<file path="src/rtl/mem_port_arbiter_pkg.sv">
// Shared types, widths and the arbitration rule for the tinker_core memory port arbiter.
package tinker_mem_pkg;

  localparam int ADDR_W = 32;
  localparam int DATA_W = 64;

  typedef enum logic [1:0] {IDLE, ACCESS, WAIT, RESP} arb_state_t;
  typedef enum logic {REQ_IF, REQ_D} req_id_t;

  // Data path wins ties unless instruction fetch has been starved long enough.
  // Only meaningful when at least one request is high.
  function automatic req_id_t arb_pick(input logic if_req, input logic d_req,
                                       input logic starve_sat);
    if (if_req && (starve_sat || !d_req)) return REQ_IF;
    return REQ_D;
  endfunction

endpackage

</file>
<file path="src/rtl/mem_port_arbiter_if.sv">
// Bundles both requester handshakes and the memory bus of the arbiter.
// slave  : the arbiter's view (takes requests, drives the memory strobes)
// master : the surrounding logic's view (requesters plus memory read data)
interface mem_port_arbiter_if
  import tinker_mem_pkg::*;
  ();

  // instruction fetch requester
  logic              if_req;
  logic [ADDR_W-1:0] if_addr;
  logic              if_gnt;
  logic              if_rvalid;
  logic [31:0]       if_rdata;

  // data load/store requester
  logic              d_req;
  logic              d_we;
  logic [ADDR_W-1:0] d_addr;
  logic [DATA_W-1:0] d_wdata;
  logic              d_gnt;
  logic              d_rvalid;
  logic [DATA_W-1:0] d_rdata;

  // memory side
  logic              mem_en;
  logic              mem_we;
  logic [ADDR_W-1:0] mem_addr;
  logic [DATA_W-1:0] mem_wdata;
  logic [DATA_W-1:0] mem_rdata;

  modport slave (
    input  if_req, if_addr, d_req, d_we, d_addr, d_wdata, mem_rdata,
    output if_gnt, if_rvalid, if_rdata, d_gnt, d_rvalid, d_rdata,
           mem_en, mem_we, mem_addr, mem_wdata
  );

  modport master (
    output if_req, if_addr, d_req, d_we, d_addr, d_wdata, mem_rdata,
    input  if_gnt, if_rvalid, if_rdata, d_gnt, d_rvalid, d_rdata,
           mem_en, mem_we, mem_addr, mem_wdata
  );

endinterface

</file>
<file path="src/rtl/mem_port_arbiter.sv">
// Shares the single-ported memory between instruction fetch and the data path.
// One transaction at a time: IDLE/RESP arbitrate, ACCESS strobes the memory for one
// cycle, WAIT covers the fixed memory latency, RESP pulses the winner's rvalid.
module mem_port_arbiter
  import tinker_mem_pkg::*;
#(
  parameter int MEM_LAT    = 2,
  parameter int STARVE_MAX = 4
) (
  input  logic                clk,
  input  logic                reset,
  mem_port_arbiter_if.slave   bus
);

  // Latency counter runs 0..MEM_LAT-1; starve counter runs 0..STARVE_MAX.
  localparam int LAT_W = (MEM_LAT > 1) ? $clog2(MEM_LAT) : 1;
  localparam int STV_W = $clog2(STARVE_MAX + 1);

  arb_state_t        r_state;
  arb_state_t        w_next_state;
  logic [LAT_W-1:0]  r_lat_cnt;
  logic [STV_W-1:0]  r_starve_cnt;
  req_id_t           r_winner;
  logic              r_we;
  logic [ADDR_W-1:0] r_addr;
  logic [DATA_W-1:0] r_wdata;
  logic [31:0]       r_if_rdata;
  logic [DATA_W-1:0] r_d_rdata;

  logic              w_decide;
  logic              w_any_req;
  logic              w_start;
  logic              w_starve_sat;
  logic              w_lat_done;
  req_id_t           w_pick;

  assign w_decide     = (r_state == IDLE) || (r_state == RESP);
  assign w_any_req    = bus.if_req || bus.d_req;
  assign w_start      = w_decide && w_any_req;
  assign w_starve_sat = (r_starve_cnt == STV_W'(STARVE_MAX));
  assign w_lat_done   = (r_lat_cnt == LAT_W'(MEM_LAT - 1));
  assign w_pick       = arb_pick(bus.if_req, bus.d_req, w_starve_sat);

  // State register.
  // NOTE: sequential state uses non-blocking assignments so every flop samples
  // pre-edge values, regardless of the order the always blocks are evaluated in.
  always_ff @(posedge clk or posedge reset) begin
    if (reset) r_state <= IDLE;
    else       r_state <= w_next_state;
  end

  // Next-state logic.
  // NOTE: the default assignment at the top keeps every path assigned, so no latch
  // is inferred when a case arm leaves the target untouched.
  always_comb begin
    w_next_state = r_state;
    case (r_state)
      IDLE:    if (w_any_req) w_next_state = ACCESS;
      ACCESS:  w_next_state = WAIT;
      WAIT:    if (w_lat_done) w_next_state = RESP;
      RESP:    w_next_state = w_any_req ? ACCESS : IDLE;
      default: w_next_state = IDLE;
    endcase
  end

  // Handshake and memory strobes, decoded from the state and the latched winner.
  always_comb begin
    bus.if_gnt    = 1'b0;
    bus.d_gnt     = 1'b0;
    bus.if_rvalid = 1'b0;
    bus.d_rvalid  = 1'b0;
    bus.mem_en    = 1'b0;
    bus.mem_we    = 1'b0;
    case (r_state)
      ACCESS: begin
        bus.mem_en = 1'b1;
        bus.mem_we = (r_winner == REQ_D) && r_we;
        bus.if_gnt = (r_winner == REQ_IF);
        bus.d_gnt  = (r_winner == REQ_D);
      end
      RESP: begin
        bus.if_rvalid = (r_winner == REQ_IF);
        bus.d_rvalid  = (r_winner == REQ_D);
      end
      default: ;
    endcase
  end

  assign bus.mem_addr  = r_addr;
  assign bus.mem_wdata = r_wdata;
  assign bus.if_rdata  = r_if_rdata;
  assign bus.d_rdata   = r_d_rdata;

  // Latency counter: counts WAIT cycles, parked at zero elsewhere.
  always_ff @(posedge clk or posedge reset) begin
    if (reset)                 r_lat_cnt <= '0;
    else if (r_state != WAIT)  r_lat_cnt <= '0;
    else if (w_lat_done)       r_lat_cnt <= '0;
    else                       r_lat_cnt <= r_lat_cnt + LAT_W'(1);
  end

  // Starve counter: counts consecutive decisions where fetch asked and lost.
  always_ff @(posedge clk or posedge reset) begin
    if (reset) begin
      r_starve_cnt <= '0;
    end else if (w_decide) begin
      if (bus.if_req && (w_pick == REQ_D)) begin
        if (!w_starve_sat) r_starve_cnt <= r_starve_cnt + STV_W'(1);
      end else begin
        r_starve_cnt <= '0;
      end
    end
  end

  // Request latch: winner, address, direction and store data on entry to ACCESS.
  // Store data is only taken from the data path; a fetch leaves it untouched.
  always_ff @(posedge clk or posedge reset) begin
    if (reset) begin
      r_winner <= REQ_IF;
      r_we     <= 1'b0;
      r_addr   <= '0;
      r_wdata  <= '0;
    end else if (w_start) begin
      r_winner <= w_pick;
      if (w_pick == REQ_IF) begin
        r_addr <= bus.if_addr;
        r_we   <= 1'b0;
      end else begin
        r_addr  <= bus.d_addr;
        r_we    <= bus.d_we;
        r_wdata <= bus.d_wdata;
      end
    end
  end

  // Response capture on the last WAIT edge; stores and the losing side keep their data.
  always_ff @(posedge clk or posedge reset) begin
    if (reset) begin
      r_if_rdata <= '0;
      r_d_rdata  <= '0;
    end else if ((r_state == WAIT) && w_lat_done) begin
      if (r_winner == REQ_IF) r_if_rdata <= bus.mem_rdata[31:0];
      else if (!r_we)         r_d_rdata  <= bus.mem_rdata;
    end
  end

endmodule

</file>
<file path="src/flat_wrapper.sv">
// flat-port wrapper written by rule: the top's interface ports become plain ports
module mem_port_arbiter_flat import tinker_mem_pkg::*;
#(
  parameter int MEM_LAT    = 2,
  parameter int STARVE_MAX = 4
)
  (clk, reset, bus_if_req, bus_if_addr, bus_d_req, bus_d_we, bus_d_addr, bus_d_wdata, bus_mem_rdata, bus_if_gnt, bus_if_rvalid, bus_if_rdata, bus_d_gnt, bus_d_rvalid, bus_d_rdata, bus_mem_en, bus_mem_we, bus_mem_addr, bus_mem_wdata);
  mem_port_arbiter_if bus_i ();
  input  logic clk;
  input  logic reset;
  input wire logic [$bits(bus_i.if_req)-1:0] bus_if_req;
  input wire logic [$bits(bus_i.if_addr)-1:0] bus_if_addr;
  input wire logic [$bits(bus_i.d_req)-1:0] bus_d_req;
  input wire logic [$bits(bus_i.d_we)-1:0] bus_d_we;
  input wire logic [$bits(bus_i.d_addr)-1:0] bus_d_addr;
  input wire logic [$bits(bus_i.d_wdata)-1:0] bus_d_wdata;
  input wire logic [$bits(bus_i.mem_rdata)-1:0] bus_mem_rdata;
  output wire logic [$bits(bus_i.if_gnt)-1:0] bus_if_gnt;
  output wire logic [$bits(bus_i.if_rvalid)-1:0] bus_if_rvalid;
  output wire logic [$bits(bus_i.if_rdata)-1:0] bus_if_rdata;
  output wire logic [$bits(bus_i.d_gnt)-1:0] bus_d_gnt;
  output wire logic [$bits(bus_i.d_rvalid)-1:0] bus_d_rvalid;
  output wire logic [$bits(bus_i.d_rdata)-1:0] bus_d_rdata;
  output wire logic [$bits(bus_i.mem_en)-1:0] bus_mem_en;
  output wire logic [$bits(bus_i.mem_we)-1:0] bus_mem_we;
  output wire logic [$bits(bus_i.mem_addr)-1:0] bus_mem_addr;
  output wire logic [$bits(bus_i.mem_wdata)-1:0] bus_mem_wdata;
  assign bus_i.if_req = bus_if_req;
  assign bus_i.if_addr = bus_if_addr;
  assign bus_i.d_req = bus_d_req;
  assign bus_i.d_we = bus_d_we;
  assign bus_i.d_addr = bus_d_addr;
  assign bus_i.d_wdata = bus_d_wdata;
  assign bus_i.mem_rdata = bus_mem_rdata;
  assign bus_if_gnt = bus_i.if_gnt;
  assign bus_if_rvalid = bus_i.if_rvalid;
  assign bus_if_rdata = bus_i.if_rdata;
  assign bus_d_gnt = bus_i.d_gnt;
  assign bus_d_rvalid = bus_i.d_rvalid;
  assign bus_d_rdata = bus_i.d_rdata;
  assign bus_mem_en = bus_i.mem_en;
  assign bus_mem_we = bus_i.mem_we;
  assign bus_mem_addr = bus_i.mem_addr;
  assign bus_mem_wdata = bus_i.mem_wdata;
  mem_port_arbiter #(.MEM_LAT(MEM_LAT), .STARVE_MAX(STARVE_MAX)) u_core (.clk(clk), .reset(reset), .bus(bus_i));
endmodule
</file>
<file path="config.mk">
export PLATFORM = sky130hd
export DESIGN_NAME = mem_port_arbiter_flat
export DESIGN_NICKNAME = d
export VERILOG_FILES = /design/src/rtl/mem_port_arbiter_pkg.sv /design/src/rtl/mem_port_arbiter_if.sv /design/src/rtl/mem_port_arbiter.sv /design/src/flat_wrapper.sv
export SDC_FILE = /design/constraint.sdc
export NUM_CORES = 1
export LEC_CHECK = 0
export ABC_AREA = 1
export BUFFER_PORTS_ARGS = -buffer_cell sky130_fd_sc_hd__buf_2
export CORE_MARGIN = 1
export CORE_UTILIZATION = 35
export CTS_CLUSTER_DIAMETER = 120
export DETAILED_ROUTE_END_ITERATION = 7
export PLACE_DENSITY = 0.71
export SLEW_MARGIN = 0
export SYNTH_ARGS = -nofsm -noshare
export SYNTH_HDL_FRONTEND = slang
export SYNTH_SLANG_ARGS = --single-unit
</file>
<file path="constraint.sdc">
create_clock -name clk -period 5.73 [get_ports clk]
set_clock_uncertainty 0.2 [all_clocks]
set_input_delay 0.573 -clock clk [delete_from_list [all_inputs] [get_ports clk]]
set_output_delay 0.573 -clock clk [all_outputs]
set_load 0.01 [all_outputs]
</file>
# Word-level counts from Yosys, hierarchy flattened
# Index checks and enable logic that the tools add are counted.
# totals
ff_bits,200
inputBits,197
out_inout_bits,198
# op_classes
n_addsub,2
n_eq_ne,8
muxes,19
bitwise,2
n_reduce_logical,15
# op_table
operator,n
two-way mux 32 bit,1
two-way mux 1 bit,13
one-hot mux 2 bit (4 select lines),1
AND reduction 2 bit,4
two-way mux 3 bit,2
logical AND 1 bit,5
"equality test 2 bit, second input constant",2
two-way mux 2 bit,2
"inequality test 2 x 1 -> 1 bit, second input constant",2
"inequality test 2 bit, second input constant",2
"adder 3 x 1 -> 3 bit, second input constant",1
"equality test 3 bit, second input constant",1
logical OR 1 bit,3
AND reduction 3 bit,1
"equality test 2 x 1 -> 1 bit, second input constant",1
zero test 2 bit,1
NOT 1 bit,2
"adder 1 bit, second input constant",1
zero test 1 bit,1

# Longest topological paths before layout
# Gate-level depths: netlist (run 1).
# logic_depth
word_depth,8
depth_mapped,10
depth_no_buf,8

# Worst setup path after synthesis (run 1)
# OpenSTA, ideal clock, no wires.
# synth_timing
path_type,flip-flop to output port
startpoint,reg u_core.r_state[1]
endpoint,out bus_mem_we
arrival_time_ps,976
t_required_ps,4957
path_slack_ps,3981
path_stages_with_launch,5
cell_sequence,dfrtp_1 -> inv_1 -> ha_1 -> nand2_1 -> nor2_1
# synth_via
elab_chain_cells,2
# synth_lines
element,line_no,source
"start, declared",mem_port_arbiter.sv:19,arb_state_t r_state;
"start signal, assigned",mem_port_arbiter.sv:49,else r_state <= w_next_state;
equality test 2 x 1 -> 1 bit,mem_port_arbiter.sv:74,case (r_state)
two-way mux 1 bit,mem_port_arbiter.sv:74,
"end, declared",flat_wrapper.sv:25,output wire logic [$bits(bus_i.mem_we)-1:0] bus_mem_we;
# No other way between the ends.

# Worst setup path in the final report (run 1)
# layout_timing
startpoint,reg u_core.r_state[0]
endpoint,"reg u_core.r_addr[6], in the netlist u_core.bus.mem_addr[6]"
# layout_via
elab_chain_cells,3
word_cells_on_any_way,4
classes_between,eq/ne (1); reduce/logical (3)
# layout_lines
element,line_no,source
equality test 2 bit / zero test 2 bit (equally long branches),mem_port_arbiter.sv:37,assign w_decide = (r_state == IDLE) || (r_state == RESP);
logical OR 1 bit (*),mem_port_arbiter.sv:37,
logical AND 1 bit (*),mem_port_arbiter.sv:39,assign w_start = w_decide && w_any_req;
"end signal, assigned",mem_port_arbiter.sv:126,r_addr <= bus.if_addr;
"end signal, assigned",mem_port_arbiter.sv:129,r_addr <= bus.d_addr;
"end, declared",mem_port_arbiter.sv:25,logic [ADDR_W-1:0] r_addr;
# Every way passes the cells marked *; elsewhere a longest branch is shown, timed or not.
# A chain may end at the register's enable or synchronous reset.

==> impl_metrics.tcl, run 1 <==
set metrics [dict create \
    netlist_instances 993 \
    syn_to_final_growth_pct 32.6 \
    multi_input_area_um2 2610 \
    power_leakage_nw 6.64 \
    ant_nets 0 \
    status "finished, final reports clean" \
    synth_ff_type "dfrtp_1" \
    max_freq_mhz 341 \
    post_cts_buffers 0 \
    dieArea_um2 24700 \
    vias_per_cell 4.46 \
    cts_resized 0 \
    power-per-cell-area_nw_per_um2 567 \
    worst_setup_path_start_kind "flop" \
    yosysWarnings 0 \
    cts_tree "yes" \
    path_cells "inv_1 > ha_1 > nor2_4 > buf_4 > inv_2 > nand2_1 > nand2_1" \
    setup_viol_count_final 0 \
    synth-edff-count 0 \
    overflow 0 \
    cts-buffers-inserted 17 \
    critPathMaxStageDelay_ns 0.76 \
    wl_per_cell_um 13.7 \
    cts_buffer_depth 2 \
    slew_viol_final 0 \
    min_path_type "in2reg" \
    rows 56 \
    grt_pass1_wl_um 35300 \
    place_ws_ns 2.52 \
    dp_hpwl_um 16300 \
    routed-via-count 7514 \
    clock_latency_ns 0.43 \
    max-slew-margin-rel 0.176 \
    fin_crit_ns 2.93 \
    ios 395 \
    crit_top_cell "nand2_1" \
    yosysSeqAreaShare 0.594 \
    syn_area_um2 8430 \
    drt_iter0_drc 453 \
    syn-num-nets 1197 \
    drc 0 \
    die_w_um 157 \
    portBuffers 394 \
    critPathTopFamily "buffers and inverters" \
    grt_use_total 0.182 \
    fp.dieH_um 157 \
    worstMarginPinSlew_ns 1.23 \
    regArea_um2 5000 \
    nets 1556 \
    grt_start_max_net_pins 201 \
    synth_cell_types 18 \
    drive_gt1_frac 0.321 \
    endpoint_kind "flop" \
    fin_hold_ws_ns 0.165 \
    cts.sink_count 200 \
    setup_ws_ns 2.80 \
    gp_congestion 0.836 \
    worst_ir_drop_vdd_mv 0.488 \
    worst-path-buf-inv 3 \
    hold_violations 0 \
    max_cap_violations 0 \
    critPathRequiredTime_ns 5.85 \
    path_clk_slew_ns 0.08 \
    async_flop_share 1.00 \
    power_w 0.00633 \
    hold_buffers 0 \
    period_share 0.512 \
    path_max_fanout 100 \
    cts_max_level 4 \
    finalSetupTns_ns 0 \
    clock_tree.root_cell "clkbuf_16" \
    critical_path_class "reg2reg" \
    rsz0062_at_grt "false" \
    ys_ff_latch 200 \
    drt_wl_total_um 23000 \
    initial_core_util 0.358 \
    critical-path-slowest-cell "buf_4" \
    core_um2 23500 \
    grt_pass1_vias 6899 \
    antenna_found_initial 0 \
    cp_data_arrival_time_ns 3.05 \
    avgSynthCellArea_um2 8.49 \
    dr.pass1.iters 5 \
    fillers 2328 \
]
cells in the mapped netlist (2+ instances only):
library cell / n / area (um2)
ha_1: 7 / 87.6
buf_4: 8 / 60.1
buf_2: 20 / 100
nor2_1: 3 / 11.3
clkbuf_1: 26 / 97.6
inv_1: 144 / 541
buf_6: 2 / 22.5
o21ai_0: 102 / 510
dfrtp_1: 200 / 5000
nand3_1: 133 / 666
nor2_2: 2 / 12.5
buf_1: 2 / 7.51
nand2_2: 2 / 12.5
nand2_1: 338 / 1270
report_power, final:
part	switching [W]	internal, W
clock network	0.000582	0.000624
logic	0.00163	0.000991
registers	0.000377	0.00213
total	0.00259	0.00374
state kept, by name, summed over array words and instances (netlist names):
| name | cells |
|---|---|
| u_core.r_winner | 1 |
| u_core.r_lat_cnt | 1 |
| u_core.bus.d_rdata | 64 |
| u_core.bus.mem_addr | 32 |
| u_core.r_state | 2 |
| u_core.r_starve_cnt | 3 |
| u_core.r_we | 1 |
| u_core.bus.if_rdata | 32 |
| u_core.bus.mem_wdata | 64 |
layout by cell type, fill, tap and decap left out:
master      netlist  layout
buf_12            0       1
buf_2            20     394
buf_4             8       3
bufinv_16         0       1
clkbuf_1         26       2
clkbuf_16         0      17
clkinv_4          0       1
clkinv_8          0       3
clkinvlp_4        0       3
dfrtp_1         200     200
diode_2           0       1
ha_1              7       7
inv_1           144     143
inv_2             1       1
inv_6             0       4
inv_8             0       2
nand2_1         338     336
nand2_2           2       4
nand3_1         133     132
nand3_4           0       1
nor2_1            3       3
nor2_2            2       1
nor2_4            0       1
o21ai_0         102     102
o21bai_1          1       1
or2_2             1       1
xnor2_1           1       1
layer usage:
| metal | GRT usage | wire (um) | up-vias |
|---|---|---|---|
| met3 | 0.0402 | 1450 | 29 |
| met1 | 0.231 | 9660 | 3458 |
| li1 | - | - | 3768 |
| met5 | 0 | 0 | - |
| met4 | 0.0670 | 438 | 0 |
| met2 | 0.304 | 11500 | 259 |
worst register-to-register path, cell delays in order (launching register included):
cell and delay [ns]:
dfrtp_1 0.43, inv_1 0.11, ha_1 0.38, nor2_4 0.14, buf_4 0.76, inv_2 0.54
nand2_1 0.19, nand2_1 0.07
per-stage QoR:
stage / util / area [um2] / std cells
after global routing: 0.475 / 11200 / 1684
after global placement: 0.449 / 10600 / 1652
after floorplan: - / 8430 / 993
after CTS: 0.475 / 11200 / 1684
final: 0.475 / 11200 / 1685
after detailed placement: 0.449 / 10600 / 1652
final cells by class:
type | count | area share
multi-input cells | 590 | 0.234
flip-flops and latches | 200 | 0.448
clock buffers | 19 | 0.0387
well taps | 319 | 0.0357
repair buffers | 398 | 0.180
diodes | 1 | 0.000224
clock inverters | 13 | 0.0143
inverters | 145 | 0.0490
worst paths after layout:
kind | startpoint | to | slack, ns | cells past startpoint
hold reg to reg | u_core.bus.mem_wdata[15] | u_core.bus.mem_wdata[15] | 0.27 | 2
hold / removal | bus_d_wdata[36] | u_core.bus.mem_wdata[36] | 0.17 | 3
setup / recovery | u_core.r_state[0] | u_core.bus.mem_addr[6] | 2.80 | 7
max in group asynchronous | reset | u_core.r_state[1] | 4.29 | 3
min in group asynchronous | reset | u_core.bus.d_rdata[43] | 0.25 | 3
setup reg to reg | u_core.r_state[0] | u_core.bus.mem_addr[6] | 2.80 | 7
logic make-up after synthesis:
kind of cell / Yosys count / synth area share
AND/OR/NAND/NOR: 479 / 0.235
flip-flops: 200 / 0.594
buffers and inverters: 203 / 0.0987
adder cells (fa/ha/maj): 7 / 0.0104
XOR/XNOR: 1 / 0.00104
AO/OA/AOI/OAI: 103 / 0.0615
Power figures use the tool's default switching activity.
==> run 2, diff against run 1 <==
--- a/config.mk
+++ b/config.mk
@@ -5,13 +5,13 @@
 export SDC_FILE = /design/constraint.sdc
 export NUM_CORES = 1
 export LEC_CHECK = 0
-export ABC_AREA = 1
+export ABC_AREA = 0
 export BUFFER_PORTS_ARGS = -buffer_cell sky130_fd_sc_hd__buf_2
 export CORE_MARGIN = 1
 export CORE_UTILIZATION = 35
 export CTS_CLUSTER_DIAMETER = 120
 export DETAILED_ROUTE_END_ITERATION = 7
-export PLACE_DENSITY = 0.71
+export PLACE_DENSITY = 0.72
 export SLEW_MARGIN = 0
 export SYNTH_ARGS = -nofsm -noshare
 export SYNTH_HDL_FRONTEND = slang
==> constraint.sdc (replaced) <==
create_clock -name clk -period 2.6 [get_ports clk]
set_clock_uncertainty 0.2 [all_clocks]
set_input_delay 0.26 -clock clk [delete_from_list [all_inputs] [get_ports clk]]
set_output_delay 0.26 -clock clk [all_outputs]
set_load 0.01 [all_outputs]
==> run 2 against run 1 <==
Clock power is 130% higher. Synthesized area is 4.9% lower. Clock-buffer cell count is 2 lower. Critical path depth stayed put. Highest routed layer unchanged. Sequential power is 120% higher. Largest cell class unchanged. Non-clock buffer count is 209 higher. Sequential cell count stayed put. Combinational power grew to 2.6 times the previous value. Die area is 4.8% lower. Setup slack worse by 2.7 ns. Global-route usage is 2.8 points higher. Synthesized cell count is 45% lower.
==> impl_metrics.tcl, run 2 <==
set metrics [dict create \
    status "finished, final reports clean" \
    path_clk_slew_ns 0.08 \
    power-per-cell-area_nw_per_um2 1180 \
    grt_pass1_vias 7487 \
    whs_path_depth 3 \
    grt_start_max_net_pins 65 \
    nets 1337 \
    setup_ws_ns 0.116 \
    post-place-cells 1206 \
    placed_cell_area_um2 10400 \
    r2r_slack_ns 0.12 \
    regToRegStartpoint "u_core.r_state[0]" \
    n_antenna_cell 0 \
    yosysMostFrequentCell "dfrtp_1" \
    gp_congestion 0.770 \
    wl_per_cell_um 17.2 \
    clock_tree.root_cell "clkbuf_16" \
    endpoint_kind "flop" \
    drive_gt1_frac 0.503 \
    synth_top_area_frac 0.624 \
    rsz0062_at_grt "false" \
    post_cts_buffers 0 \
    synth_ff_type "dfrtp_1" \
    clock_latency_ns 0.43 \
    ios 395 \
    rows 55 \
    cts_tree "yes" \
    synth_area_leaders "dfrtp_1 (62%), mux2_2 (17%), mux2_1 (5.3%)" \
    syn_to_final_growth_pct 61.7 \
    synth-edff-count 0 \
    synth_cell_types 33 \
    cts-buffers-inserted 17 \
    holdPathEnd "u_core.bus.mem_addr[20]" \
    grt_pass1_wl_um 38900 \
    critical_path_class "reg2reg" \
    path_max_fanout 16 \
    syn-num-nets 748 \
    mostFrequentLayoutCells "buf_2 (394), dfrtp_1 (200), dlygate4sd3_1 (193), mux2_2 (123), mux2_1 (38)" \
    hold_violations 0 \
    avgSynthCellArea_um2 14.7 \
    cp_data_arrival_time_ns 2.59 \
    instances_no_fill 1431 \
    drc 0 \
    cts_max_level 4 \
    syn_area_um2 8020 \
    worst_setup_path_start_kind "flop" \
    setup_viol_count_final 0 \
    cts.sink_count 200 \
    mostFrequentLayoutCell "buf_2" \
    ant_nets 0 \
    core_um2 22600 \
    dr.pass1.iters 5 \
    reg2reg_depth 7 \
    portBuffers 394 \
    vias_per_cell 4.85 \
    synth_top_area_cell "dfrtp_1" \
    worstMarginPinSlew_ns 0.792 \
    yosysSeqAreaShare 0.624 \
    period_share 0.955 \
    ys_ff_latch 200 \
    routed-via-count 6938 \
    power_w 0.0153 \
    critPathRequiredTime_ns 2.71 \
    final_area_um2 13000 \
    hold_start "bus_if_addr[20]" \
    max_cap_violations 0 \
    yosysWarnings 0 \
    dp_hpwl_um 15000 \
    rr_endpoint "u_core.bus.mem_addr[23]" \
    async_flop_share 1.00 \
    cts_buffer_depth 2 \
    antenna_found_initial 0 \
    die_w_um 153 \
    grt_use_total 0.210 \
    drt_iter0_drc 343 \
    dieArea_um2 23500 \
    netlist_instances 544 \
    overflow 0 \
    power_leakage_nw 6.16 \
    place_ws_ns 0.249 \
    slew_viol_final 0 \
    fin_crit_ns 2.48 \
    fin_hold_ws_ns 0.0857 \
    initial_core_util 0.355 \
    worst_ir_drop_vdd_mv 0.541 \
    max-slew-margin-rel 0.471 \
    max_freq_mhz 403 \
    yosys-top-cells-count "dfrtp_1 (200), mux2_2 (123), mux2_1 (38), a2bb2oi_1 (33), a31oi_1 (32)" \
    fp.dieH_um 153 \
    min_path_type "in2reg" \
    drt_wl_total_um 24500 \
]
[run 2: layer usage]
layer / global-route usage / routed length (um) / part of all wire
met1: 0.238 / 9530 / 0.39
met2: 0.377 / 12700 / 0.52
met3: 0.0516 / 1610 / 0.066
met4: 0.0848 / 675 / 0.027
met5: 0 / 0 / 0
[run 2: how the worst max path moves through the flow]
stage,to,slack (ns),startpoint
CTS,u_core.bus.mem_addr[15],0.03,u_core.r_state[0]
floorplan,u_core.bus.d_rdata[0],-0.45,reset
global route,u_core.bus.mem_addr[1],0.03,u_core.r_state[1]
finish,u_core.bus.mem_addr[23],0.12,u_core.r_state[0]
global placement,u_core.bus.mem_wdata[0],0.35,u_core.r_state[0]
detailed placement,u_core.bus.mem_wdata[39],0.25,u_core.r_state[0]
[run 2: timing repair]
action,4_1_cts,5_1_grt
setup endpoints to repair,0,30
hold buffers,193,0
resized for setup,0,3
endpoints found under the hold margin,217,0
[run 2: worst max-delay path: stages (launching register included)]
cell and delay [ns]:
dfrtp_1 0.44, inv_2 0.11, ha_2 0.34, o21bai_2 0.22, buf_4 0.19, a31oi_1 0.19
a2bb2oi_1 0.09, dlygate4sd3_1 0.59
[run 2: through the flow]
stage | utilization | TNS, ns
5_1_grt | 0.575 | 0
3_3_place_gp | 0.460 | 0
3_5_place_dp | 0.460 | 0
2_1_floorplan | - | -89.67
4_1_cts | 0.574 | 0
6_report | 0.575 | 0
[run 2: kinds of logic (layout without fill, tap and decap cells)]
family,count (synthesis),in the layout,share of synthesized area
adders and majority gates,7,7,0.0109
DFF,200,200,0.624
buffers and inverters,44,646,0.0300
AOI/OAI and AO/OA,106,106,0.0897
muxes,161,161,0.226
and+or+nand+nor,26,26,0.0192
[run 2: power breakdown]
part           internal (W)  leakage, nW  switching [W]
clock network       0.00143        0.313        0.00140
logic               0.00374         3.52        0.00320
registers           0.00472         2.33       0.000859
[run 2: layout make-up]
| cell class | count | area (um2) |
|---|---|---|
| clock buffer | 17 | 425 |
| clock inverter | 15 | 215 |
| fill | 1820 | 9600 |
| inverter | 7 | 30.0 |
| multi-input combinational | 300 | 2780 |
| sequential | 200 | 5000 |
| tap | 285 | 357 |
| timing repair buffer | 607 | 4150 |
==> run 3, diff against run 2 <==
--- a/config.mk
+++ b/config.mk
@@ -6,13 +6,14 @@
 export NUM_CORES = 1
 export LEC_CHECK = 0
 export ABC_AREA = 0
-export BUFFER_PORTS_ARGS = -buffer_cell sky130_fd_sc_hd__buf_2
 export CORE_MARGIN = 1
 export CORE_UTILIZATION = 35
 export CTS_CLUSTER_DIAMETER = 120
 export DETAILED_ROUTE_END_ITERATION = 7
-export PLACE_DENSITY = 0.72
+export DONT_BUFFER_PORTS = 1
+export PLACE_DENSITY = 0.57
 export SLEW_MARGIN = 0
 export SYNTH_ARGS = -nofsm -noshare
 export SYNTH_HDL_FRONTEND = slang
 export SYNTH_SLANG_ARGS = --single-unit
+export TNS_END_PERCENT = 5
==> run 3 against run 2 <==
The run now fails in 4_1_cts. Synthesized area unchanged. Synthesized cell count unchanged.
==> impl_metrics.tcl, run 3 <==
set metrics [dict create \
    status "aborted with a tool error" \
    lastStage "4_1_cts" \
    error "[ERROR RSZ-0060] Max buffer count reached." \
    synth_top_area_cell "dfrtp_1" \
    initial_core_util 0.355 \
    yosys-top-cells-count "dfrtp_1 (200), mux2_2 (123), mux2_1 (38), a2bb2oi_1 (33), a31oi_1 (32)" \
    ys_ff_latch 200 \
    synth_ff_type "dfrtp_1" \
    die_w_um 153 \
    synth_top_area_frac 0.624 \
    place_ws_ns 0.348 \
    post_cts_buffers 0 \
    clock_tree.root_cell "clkbuf_16" \
    cts_resized 0 \
    yosysMostFrequentCell "dfrtp_1" \
    synth_area_leaders "dfrtp_1 (62%), mux2_2 (17%), mux2_1 (5.3%)" \
    hold_buffers 167 \
    syn_area_um2 8020 \
    rows 55 \
    cts.sink_count 200 \
    dp_hpwl_um 13400 \
    cts-buffers-inserted 17 \
    yosysWarnings 0 \
    avgSynthCellArea_um2 14.7 \
    gp_congestion 0.738 \
    yosysSeqAreaShare 0.624 \
    ios 395 \
    syn-num-nets 748 \
    synth_cell_types 33 \
    portBuffers 0 \
    netlist_instances 544 \
    cts_buffer_depth 2 \
    fp.dieH_um 153 \
    async_flop_share 1.00 \
    synth-edff-count 0 \
    cts_max_level 4 \
]
==> run 3: cell counts after synthesis <==
No cell type changed its count.
==> run 3: kinds of logic after synthesis <==
family                   count (synthesis)  synth area share
AO/OA/AOI/OAI                          106            0.0897
adder cells (fa/ha/maj)                  7            0.0109
buffers and inverters                   44            0.0300
flip-flops                             200             0.624
multiplexers                           161             0.226
AND/OR/NAND/NOR                         26            0.0192
==> run 3: metrics by stage <==
stage	hold slack [ns]	area (um2)	cells	util
3_5_place_dp	0.156	8300	801	0.368
3_3_place_gp	0.148	8300	801	0.368
2_1_floorplan	0.192	8020	544	-
==> run 4, diff against run 3 <==
--- a/config.mk
+++ b/config.mk
@@ -7,11 +7,10 @@
 export LEC_CHECK = 0
 export ABC_AREA = 0
 export CORE_MARGIN = 1
-export CORE_UTILIZATION = 35
-export CTS_CLUSTER_DIAMETER = 120
+export CORE_UTILIZATION = 20
 export DETAILED_ROUTE_END_ITERATION = 7
 export DONT_BUFFER_PORTS = 1
-export PLACE_DENSITY = 0.57
+export PLACE_DENSITY_LB_ADDON = 0.15
 export SLEW_MARGIN = 0
 export SYNTH_ARGS = -nofsm -noshare
 export SYNTH_HDL_FRONTEND = slang
==> constraint.sdc (replaced) <==
create_clock -name clk -period 3.4 [get_ports clk]
set_clock_uncertainty 0.2 [all_clocks]
set_input_delay 0.34 -clock clk [delete_from_list [all_inputs] [get_ports clk]]
set_output_delay 0.34 -clock clk [all_outputs]
set_load 0.01 [all_outputs]
==> run 4 against run 3 <==
The run now ends clean.
==> impl_metrics.tcl, run 4 (same netlist as run 2, synthesis figures left out) <==
set metrics [dict create \
    worst_setup_path_start_kind "flop" \
    power_leakage_nw 4.55 \
    cts_resized 0 \
    critPathMaxStageDelay_ns 0.58 \
    fillers 3980 \
    mostFrequentLayoutCell "dfrtp_1" \
    fin_crit_ns 2.72 \
    fp.dieH_um 202 \
    drt_wl_total_um 22800 \
    critPathRequiredTime_ns 3.58 \
    grt_start_max_net_pins 65 \
    worst-path-buf-inv 3 \
    wl_per_cell_um 18.0 \
    reg2reg_depth 7 \
    min_path_type "in2reg" \
    gp_congestion 0.767 \
    setup_ws_ns 0.682 \
    vias_per_cell 4.24 \
    rows 72 \
    overflow 0 \
    path_cells "inv_1 > ha_1 > o21bai_2 > buf_4 > a31oi_1 > a2bb2oi_1 > dlygate4sd3_1" \
    instances_no_fill 1270 \
    rsz0062_at_grt "false" \
    endpoint_kind "flop" \
    cp_data_arrival_time_ns 2.90 \
    drt_iter0_drc 159 \
    ios 395 \
    status "finished, final reports clean" \
    core_um2 39100 \
    dr.pass1.iters 4 \
    rr_endpoint "u_core.bus.mem_addr[4]" \
    drive_gt1_frac 0.237 \
    power-per-cell-area_nw_per_um2 929 \
    hold_violations 0 \
    cts_buffer_depth 2 \
    period_share 0.799 \
    routed-via-count 5385 \
    path_max_fanout 34 \
    nets 943 \
    cts_max_level 4 \
    grt_use_total 0.113 \
    place_ws_ns 0.841 \
    holdPathEnd "u_core.r_state[0]" \
    path_clk_slew_ns 0.07 \
    clock_tree.root_cell "clkbuf_16" \
    worstMarginPinSlew_ns 1.03 \
    syn_to_final_growth_pct 39.2 \
    slew_viol_final 0 \
    die_w_um 202 \
    critical-path-slowest-cell "dlygate4sd3_1" \
    drc 0 \
    portBuffers 0 \
    worst_ir_drop_vdd_mv 0.386 \
    clock_latency_ns 0.44 \
    critPathTopFamily "buffers and inverters" \
    whs_path_depth 3 \
    max_cap_violations 0 \
    regToRegStartpoint "u_core.r_state[0]" \
    ant_nets 0 \
    dieArea_um2 40900 \
    dp_hpwl_um 15700 \
    max_freq_mhz 368 \
    critical_path_class "reg2reg" \
    power_w 0.0104 \
    max-slew-margin-rel 0.311 \
    cts-buffers-inserted 17 \
    cp.depth 7 \
    grt_pass1_wl_um 35200 \
    hold_start "bus_if_req" \
    finalSetupTns_ns 0 \
    cts_tree "yes" \
    antenna_found_initial 0 \
    post-place-cells 1042 \
    initial_core_util 0.205 \
    setup_viol_count_final 0 \
    mostFrequentLayoutCells "dfrtp_1 (200), dlygate4sd3_1 (196), mux2_2 (123), mux2_1 (38), a2bb2oi_1 (33)" \
    cts.sink_count 200 \
    r2r_slack_ns 0.68 \
    n_antenna_cell 0 \
    grt_pass1_vias 6024 \
]
run 4: metrics by stage:
stage / instance area, um2 / hold WS [ns] / util
2_1_floorplan: 8020 / 0.249 / -
3_3_place_gp: 8630 / 0.251 / 0.221
3_5_place_dp: 8630 / 0.275 / 0.221
4_1_cts: 11200 / 0.0343 / 0.285
5_1_grt: 11200 / 0.0943 / 0.285
6_report: 11200 / 0.0719 / 0.285
run 4: per-layer routing:
metal / routed length [um] / GRT usage
met5: 0 / 0
met4: 410 / 0.0427
met3: 1810 / 0.0414
met2: 11800 / 0.201
met1: 8830 / 0.121
run 4: final cells by class:
type	count	area (um2)	area share
multi-input combinational	300	2770	0.249
clock inverter	15	140	0.0126
clock buffer	17	425	0.0381
sequential	200	5000	0.448
inverter	7	30.0	0.00269
tap	518	648	0.0581
timing repair buffer	213	2140	0.192
run 4: worst max path at each step:
stage	start	endpoint	slack, ns
5_1_grt	u_core.r_state[0]	u_core.bus.mem_addr[5]	0.59
4_1_cts	u_core.r_state[0]	u_core.bus.mem_addr[21]	0.73
2_1_floorplan	reset	u_core.bus.d_rdata[0]	0.27
3_5_place_dp	u_core.r_state[0]	u_core.bus.mem_wdata[32]	0.84
3_3_place_gp	u_core.r_state[0]	u_core.bus.mem_wdata[7]	0.94
6_report	u_core.r_state[0]	u_core.bus.mem_addr[4]	0.68
run 4: power breakdown:
part / total [W] / switching [W] / internal (W)
logic: 0.00320 / 0.00124 / 0.00196
registers: 0.00517 / 0.00155 / 0.00362
clock network: 0.00200 / 0.000972 / 0.00103
run 4: repair_timing:
action | 4_1_cts | 5_1_grt
hold endpoints to repair | 221 | 0
buffers inserted | 0 | 0
hold buffers | 196 | 0
run 4: tightest hold or removal path: stages:
cell and delay [ns]:
nor2_1 0.04, a21oi_1 0.20, a2bb2oi_1 0.08
